--- config.mk ---
export PLATFORM = sky130hd
export DESIGN_NAME = divider_unit
export DESIGN_NICKNAME = d
export VERILOG_FILES = /design/src/rtl/div_pkg.sv /design/src/rtl/div_ctrl.sv /design/src/rtl/divider_unit.sv
export SDC_FILE = /design/constraint.sdc
export NUM_CORES = 1
export LEC_CHECK = 0
export ABC_CLOCK_PERIOD_IN_PS = 4100
export CAP_MARGIN = 10
export CORE_ASPECT_RATIO = 1.25
export CORE_UTILIZATION = 35
export DETAILED_ROUTE_END_ITERATION = 7
export MAX_ROUTING_LAYER = met4
export PLACE_DENSITY_LB_ADDON = 0.3
export SYNTH_ARGS = -nofsm -noshare
export SYNTH_HDL_FRONTEND = slang
export SYNTH_SLANG_ARGS = --single-unit
--- constraint.sdc ---
create_clock -name Clk -period 4.1 [get_ports Clk]
set_input_delay 0.82 -clock Clk [delete_from_list [all_inputs] [get_ports Clk]]
set_output_delay 0.82 -clock Clk [all_outputs]
set_load 0.01 [all_outputs]
--- src/rtl/div_pkg.sv ---
// Shared types for the restoring divider: FSM state encoding and default width.
package div_pkg;

    localparam int DIV_WIDTH = 8;

    typedef enum logic [2:0] {
        IDLE,
        LOAD,
        SHIFT,
        TRY,
        DONE
    } div_state_t;

endpackage

--- src/rtl/div_ctrl.sv ---
// Divider sequencer: state register, iteration counter and phase strobes.
// Run/LoadS are only honoured in IDLE; LoadS wins over Run in the same cycle.
module div_ctrl
    import div_pkg::*;
#(
    parameter int WIDTH = DIV_WIDTH
) (
    input  logic i_clk,
    input  logic i_rst_n,
    input  logic i_run,
    input  logic i_loads,
    input  logic i_s_zero,
    output logic o_load_s,
    output logic o_ld,
    output logic o_sh,
    output logic o_try,
    output logic o_done,
    output logic o_busy
);

    localparam int CW = $clog2(WIDTH) + 1;

    div_state_t    r_state;
    div_state_t    w_next;
    logic [CW-1:0] r_cnt;

    always_ff @(posedge i_clk or negedge i_rst_n) begin
        if (!i_rst_n) begin
            r_state <= IDLE;
            r_cnt   <= '0;
        end else begin
            r_state <= w_next;
            if (r_state == LOAD)
                r_cnt <= '0;
            else if (r_state == TRY)
                r_cnt <= r_cnt + CW'(1);
        end
    end

    always_comb begin
        w_next = r_state;
        unique case (r_state)
            IDLE:    if (!i_loads && i_run) w_next = LOAD;
            LOAD:    w_next = i_s_zero ? DONE : SHIFT;
            SHIFT:   w_next = TRY;
            TRY:     w_next = (r_cnt == CW'(WIDTH - 1)) ? DONE : SHIFT;
            // Run must be seen low before another start is possible.
            DONE:    if (!i_run) w_next = IDLE;
            default: w_next = IDLE;
        endcase
    end

    assign o_load_s = (r_state == IDLE) && i_loads;
    assign o_ld     = (r_state == LOAD);
    assign o_sh     = (r_state == SHIFT);
    assign o_try    = (r_state == TRY);
    assign o_done   = (r_state == DONE);
    assign o_busy   = (r_state == LOAD) || (r_state == SHIFT) || (r_state == TRY);

endmodule

--- src/rtl/divider_unit.sv ---
// Sequential unsigned restoring divider; result 2*WIDTH+1 cycles after the start edge.
// Run-level handshake: Done holds until Run drops; inputs ignored while busy.
module divider_unit
    import div_pkg::*;
#(
    parameter int WIDTH = DIV_WIDTH
) (
    input  logic             Clk,
    input  logic             Reset_n,
    input  logic             Run,
    input  logic             LoadS,
    input  logic [WIDTH-1:0] Din,
    output logic [WIDTH-1:0] Q,
    output logic [WIDTH-1:0] R,
    output logic             Busy,
    output logic             Done,
    output logic             DivByZero
);

    logic [WIDTH-1:0] r_s;
    logic [WIDTH:0]   r_a;
    logic [WIDTH-1:0] r_q;
    logic             r_dbz;

    logic             w_load_s;
    logic             w_ld;
    logic             w_sh;
    logic             w_try;
    logic             w_s_zero;
    logic [WIDTH:0]   w_diff;

    assign w_s_zero = (r_s == '0);
    // Borrow out lands in the top bit: set means A < S, keep A.
    assign w_diff   = r_a - {1'b0, r_s};

    div_ctrl #(.WIDTH(WIDTH)) u_ctrl (
        .i_clk    (Clk),
        .i_rst_n  (Reset_n),
        .i_run    (Run),
        .i_loads  (LoadS),
        .i_s_zero (w_s_zero),
        .o_load_s (w_load_s),
        .o_ld     (w_ld),
        .o_sh     (w_sh),
        .o_try    (w_try),
        .o_done   (Done),
        .o_busy   (Busy)
    );

    always_ff @(posedge Clk or negedge Reset_n) begin
        if (!Reset_n) begin
            r_s   <= '0;
            r_a   <= '0;
            r_q   <= '0;
            r_dbz <= 1'b0;
        end else begin
            if (w_load_s)
                r_s <= Din;

            if (w_ld) begin
                r_dbz <= w_s_zero;
                if (w_s_zero) begin
                    r_q <= '1;
                    r_a <= {1'b0, Din};
                end else begin
                    r_q <= Din;
                    r_a <= '0;
                end
            end else if (w_sh) begin
                {r_a, r_q} <= {r_a[WIDTH-1:0], r_q, 1'b0};
            end else if (w_try) begin
                if (!w_diff[WIDTH]) begin
                    r_a    <= w_diff;
                    r_q[0] <= 1'b1;
                end else begin
                    r_q[0] <= 1'b0;
                end
            end
        end
    end

    assign Q         = r_q;
    assign R         = r_a[WIDTH-1:0];
    assign DivByZero = r_dbz;

endmodule
# Word-level counts from Yosys, hierarchy flattened
# Index checks and enable logic that the tools add are counted.
# op_classes
n_addsub,2
eq_ne,8
mux,18
reduce_logical,12
# ops
cell,n
9-bit 2-to-1 mux,4
8-bit 2-to-1 mux,3
3-bit one-hot mux with 5 select lines,1
3-bit 2-to-1 mux,4
9-bit by 8-bit subtractor with 9-bit output,1
8-bit zero test,1
4-bit 2-to-1 mux,2
7-bit 2-to-1 mux,1
"3-bit by 2-bit equality test with 1-bit output, second input constant",2
"4-bit by 1-bit adder with 4-bit output, second input constant",1
"4-bit by 3-bit equality test with 1-bit output, second input constant",1
2-bit AND reduction,2
2-bit nonzero test,2
"3-bit by 1-bit equality test with 1-bit output, second input constant",1
"3-bit equality test, second input constant",1
3-bit zero test,1
1-bit 2-to-1 mux,3
"3-bit by 1-bit != test with 1-bit output, second input constant",1
3-bit nonzero test,1
1-bit logical AND,2
1-bit logical OR,2
"2-bit by 1-bit != test with 1-bit output, second input constant",1
"2-bit != test, second input constant",1
1-bit zero test,1
# word_totals
reg_bits,33
inputBits,12
wordCells,47

# Depth between registers and ports, before layout
# depth
word_depth,5
mapped_depth,9
ltp_nobuf,9

# Modules after synthesis
# A second synthesis with hierarchy kept.
# hier_totals
cells_unflattened,241
hier_area_um2,2123.3
# by_module_without_submodules
module,instances,cells_per_inst,area_per_inst_um2,seq_area_each_um2
divider_unit,1,198,1735.4,650.6
div_ctrl,1,43,387.9,175.2

# Worst setup path after synthesis
# OpenSTA, ideal clock, no wires.
# synth_path
kind,reg-to-reg
startpoint,register r_a[0]
endpoint,register r_a[2]
setup_ns,0.125
t_arrival_ns,2.294
path_slack_ns,1.681
path_stages_with_launch,9
path_buffers,0
synth_period_minus_slack_ns,2.419
cell_sequence,dfrtp_1 -> inv_1 -> ha_1 -> fa_1 -> nor2b_1 -> nor3_1 -> o21a_1 -> o311ai_4 -> mux2_2
# synth_between
elab_chain_len,5
word_cells_on_any_way,7
cone_classes,add/sub: 1; eq/ne: 1; mux: 4; reduce/logical: 1
# synth_lines
item,line_no,rtl
from (decl),divider_unit.sv:21,logic [WIDTH:0] r_a;
from (signal assigned),divider_unit.sv:64,"r_a <= {1'b0, Din};"
from (signal assigned),divider_unit.sv:70,"{r_a, r_q} <= {r_a[WIDTH-1:0], r_q, 1'b0};"
from (signal assigned),divider_unit.sv:73,r_a <= w_diff;
9-bit by 8-bit subtractor with 9-bit output *,divider_unit.sv:34,"assign w_diff = r_a - {1'b0, r_s};"
9-bit 2-to-1 mux,divider_unit.sv:72,if (!w_diff[WIDTH]) begin
9-bit 2-to-1 mux,divider_unit.sv:71,end else if (w_try) begin
9-bit 2-to-1 mux,divider_unit.sv:69,end else if (w_sh) begin
9-bit 2-to-1 mux,divider_unit.sv:60,if (w_ld) begin
# Mark *: on every way between the ends. The rest lies on a longest branch, timed or not. The select of a mux whose other input is x is not followed.
# A chain may end at the register's enable or synchronous reset.

# Worst setup path after layout
# layout_path
startpoint,register r_a[0]
endpoint,register r_a[7]
# Same word-level chain as after synthesis.

==> summary.txt <==
Yosys
  – Mapped Area: 2070 µm²
  – Synthesized flop and latch total: 33
  – Post-synth net total: 245
  – Netlist cell types: 46
  – Asr flop ratio synth: 100%
  – YS warnings: 0
  – Syn Area/Cell: 9.29 µm²
  – Synth Flop Type: dfrtp_1
  – Synth Instances: 223
  – Post-synth EDFFs: 0
  – Proportion of synthesized chip area in sequential cells: 39.9%

CTS
  – # resized after CTS: 0
  – Clock Sinks: 33
  – Clk_lat worst skew: 290 ps
  – Clock Path Buffers: 2
  – Setup Fix Bufs, Post-CTS: 0
  – # hold bufs at CTS: 0
  – CTS tree: yes
  – CTS HTree Levels: 2
  – Clock transition at path regs: 70 ps
  – CTS root buffer: clkbuf_8
  – Num CTS Buffers: 5

Setup path
  – Setup CP Type: flop to flop
  – Critical Path Start Type: flop
  – Crit. End Element: flop
  – Crit path cell chain: inv_1, ha_1, fa_1, nor2b_1, nor3_1, o21a_1, o311ai_4, mux2_2
  – Worst path required time: 4280 ps
  – Max stage delay on crit path: 610 ps
  – Crit-path slowest cell: o311ai_4
  – Arrival @ worst endpoint: 2880 ps
  – Worst Path Max Fanout: 9

Global route
  – Vias in the first global route: 1544
  – Largest net degree at the start of global routing: 34
  – First-pass GRT wire length: 7650 µm
  – Gr ovfl total: 0
  – Tot GR Track Use: 16.9%
  – Initial antenna violation count: 0

Flow run
  – Max Cap Violations: 0

Timing
  – FMAX: 0.370 GHz
  – Tcrit/Tclk final: 65.9%
  – Worst slew pin tran: 821 ps
  – Clock skew: 9.47 ps
  – RSZ-0062 raised after global routing: false
  – Slew margin rel.: 45.0%
  – Minimum clock period: 2700 ps
  – Hold slack: 476 ps
  – Final hold viol count: 0
  – Setup TNS Final: 0 ps
  – Slew Limit Fails: 0
  – Final setup violation count: 0

Die
  – Die Wd: 70.8 µm
  – Initial Util: 37.3%
  – Die ar.: 6230 µm²
  – IO Pins: 31
  – Core Area: 5560 µm²
  – Die H: 88.0 µm
  – # rows: 30

Placement
  – DPL Wire Length: 3420 µm
  – GPL Wtd Cong: 0.797
  – PortBufs: 30

Drt
  – Vias/cell: 5.32
  – Wire per inst: 15.3 µm
  – # DRC: 0
  – Drt pass-1 iters: 6
  – Drt total wl: 4770 µm
  – Routed vias: 1660
  – Iter 0 DRT Violations: 81
  – ANT nets after route: 0

Power
  – P_leak: 1.06 nW
  – Pwr dens: 991 nW/µm²
  – Max IR drop VDD: 0.368 mV

Hold path
  – Hold WC Path Type: flop to flop

Cells and area
  – Area growth from synthesis to layout: 19.9%
  – Antenna diode count: 0
  – Share of layout cells above drive strength 1: 11.3%
  – Fin nets: 269

Run status
  – Outcome: complete, no violations
[sequential cells by signal, summed over array words and instances, names as in the netlist]
| name | flops |
|---|---|
| u_ctrl.r_state | 3 |
| r_s | 8 |
| u_ctrl.r_cnt | 4 |
| Q | 8 |
| r_a | 9 |
| DivByZero | 1 |
[per-layer routing]
metal  GRT usage (%)  wire length [µm]
met5               -                 0
met4            6.91                95
met3            3.57               172
met2            25.9              2160
met1            21.8              2340
[stage by stage]
stage / utilization [%] / worst slack (ps) / total power, mW / instances / cell area (µm²)
global route: 44.7 / 1230 / 2.67 / 312 / 2480
detailed placement: 42.9 / 1410 / 2.19 / 304 / 2380
CTS: 44.7 / 1390 / 2.48 / 312 / 2480
floorplan: - / 1680 / 1.81 / 223 / 2070
finish: 44.7 / 1400 / 2.46 / 312 / 2480
global placement: 42.9 / 1450 / 2.16 / 304 / 2380
[report_power, final]
group          switching (mW)  internal (mW)  total (mW)
combinational           0.785          0.769        1.55
sequential              0.138          0.492       0.630
clock                   0.124          0.152       0.276
total                    1.05           1.41        2.46
[worst max-delay path, delay by kind of cell, from the launching register on]
kind	cells	cell delay (ps)
simple gates	2	220
mux	1	400
flops	1	360
compound gates	2	900
fa+ha+maj	2	640
buf+inv	1	70
[cell usage after synthesis (all sizes together), types with 2 or more instances]
library cell	number	area [µm²]
a22o	4	35.0
mux2i	3	30.0
ha	9	113
o211ai	3	22.5
nor2	4	15.0
o21a	4	30.0
nor3	13	75.1
nand3	3	15.0
clkbuf	6	22.5
nand2	37	155
dfrtp	33	826
xor2	2	17.5
buf	11	83.8
a22oi	4	30.0
or3b	3	28.8
a21oi	9	56.3
o31ai	3	22.5
xnor2	2	17.5
nor3b	2	20.0
o21ai	21	105
nand2b	3	18.8
mux2	7	78.8
a31oi	8	50.1
nor2b	3	18.8
inv	11	41.3
a21o	3	22.5
[path summary, 6_finish.rpt]
kind	slack (ps)	cells past startpoint	endpoint	start
worst min register to register	480	1	DivByZero	DivByZero
worst max-delay path	1400	8	r_a[7]	r_a[0]
max in group asynchronous	2860	2	Q[4]	Reset_n
min in group asynchronous	920	2	u_ctrl.r_cnt[0]	Reset_n
worst max register to register	1400	8	r_a[7]	r_a[0]
worst min-delay path	480	1	DivByZero	DivByZero
[final cells by class]
cell class              count  area [µm²]
clock buffers               7        96.3
clock inverters             1        5.00
fillers                   562        3070
inverters                  11        41.3
multi-input cells         162        1100
flip-flops and latches     33         826
well taps                  64        80.1
repair buffers             34         330
[cells in the final DEF, fill, tap and decap left out, drive strengths merged, types with 2 or more instances in the layout]
cell           count
o21ai             21
clkbuf             7
xnor2              2
nor2b              3
ha                 9
o31ai              3
o21a               4
inv               11
a21o               3
o211ai             3
nand3              3
mux2               7
nand2             37
xor2               2
a31oi              8
nor3              13
nor2               4
buf                4
or3b               3
mux2i              3
nand2b             3
a22oi              4
dfrtp             33
a22o               4
a21oi              9
nor3b              2
clkdlybuf4s50     30
[logic make-up (layout without fill, tap and decap cells)]
kind of cell    count (synthesis)  in the layout  synth area share, %
fa+ha+maj                      10             10                 6.40
compound gates                 63             63                 20.5
xor+xnor                        4              4                 1.69
buf+inv                        28             53                 7.13
simple gates                   75             75                 19.2
flops                          33             33                 39.9
mux                            10             10                 5.26
No activity file was read; power rests on OpenSTA's default activity.
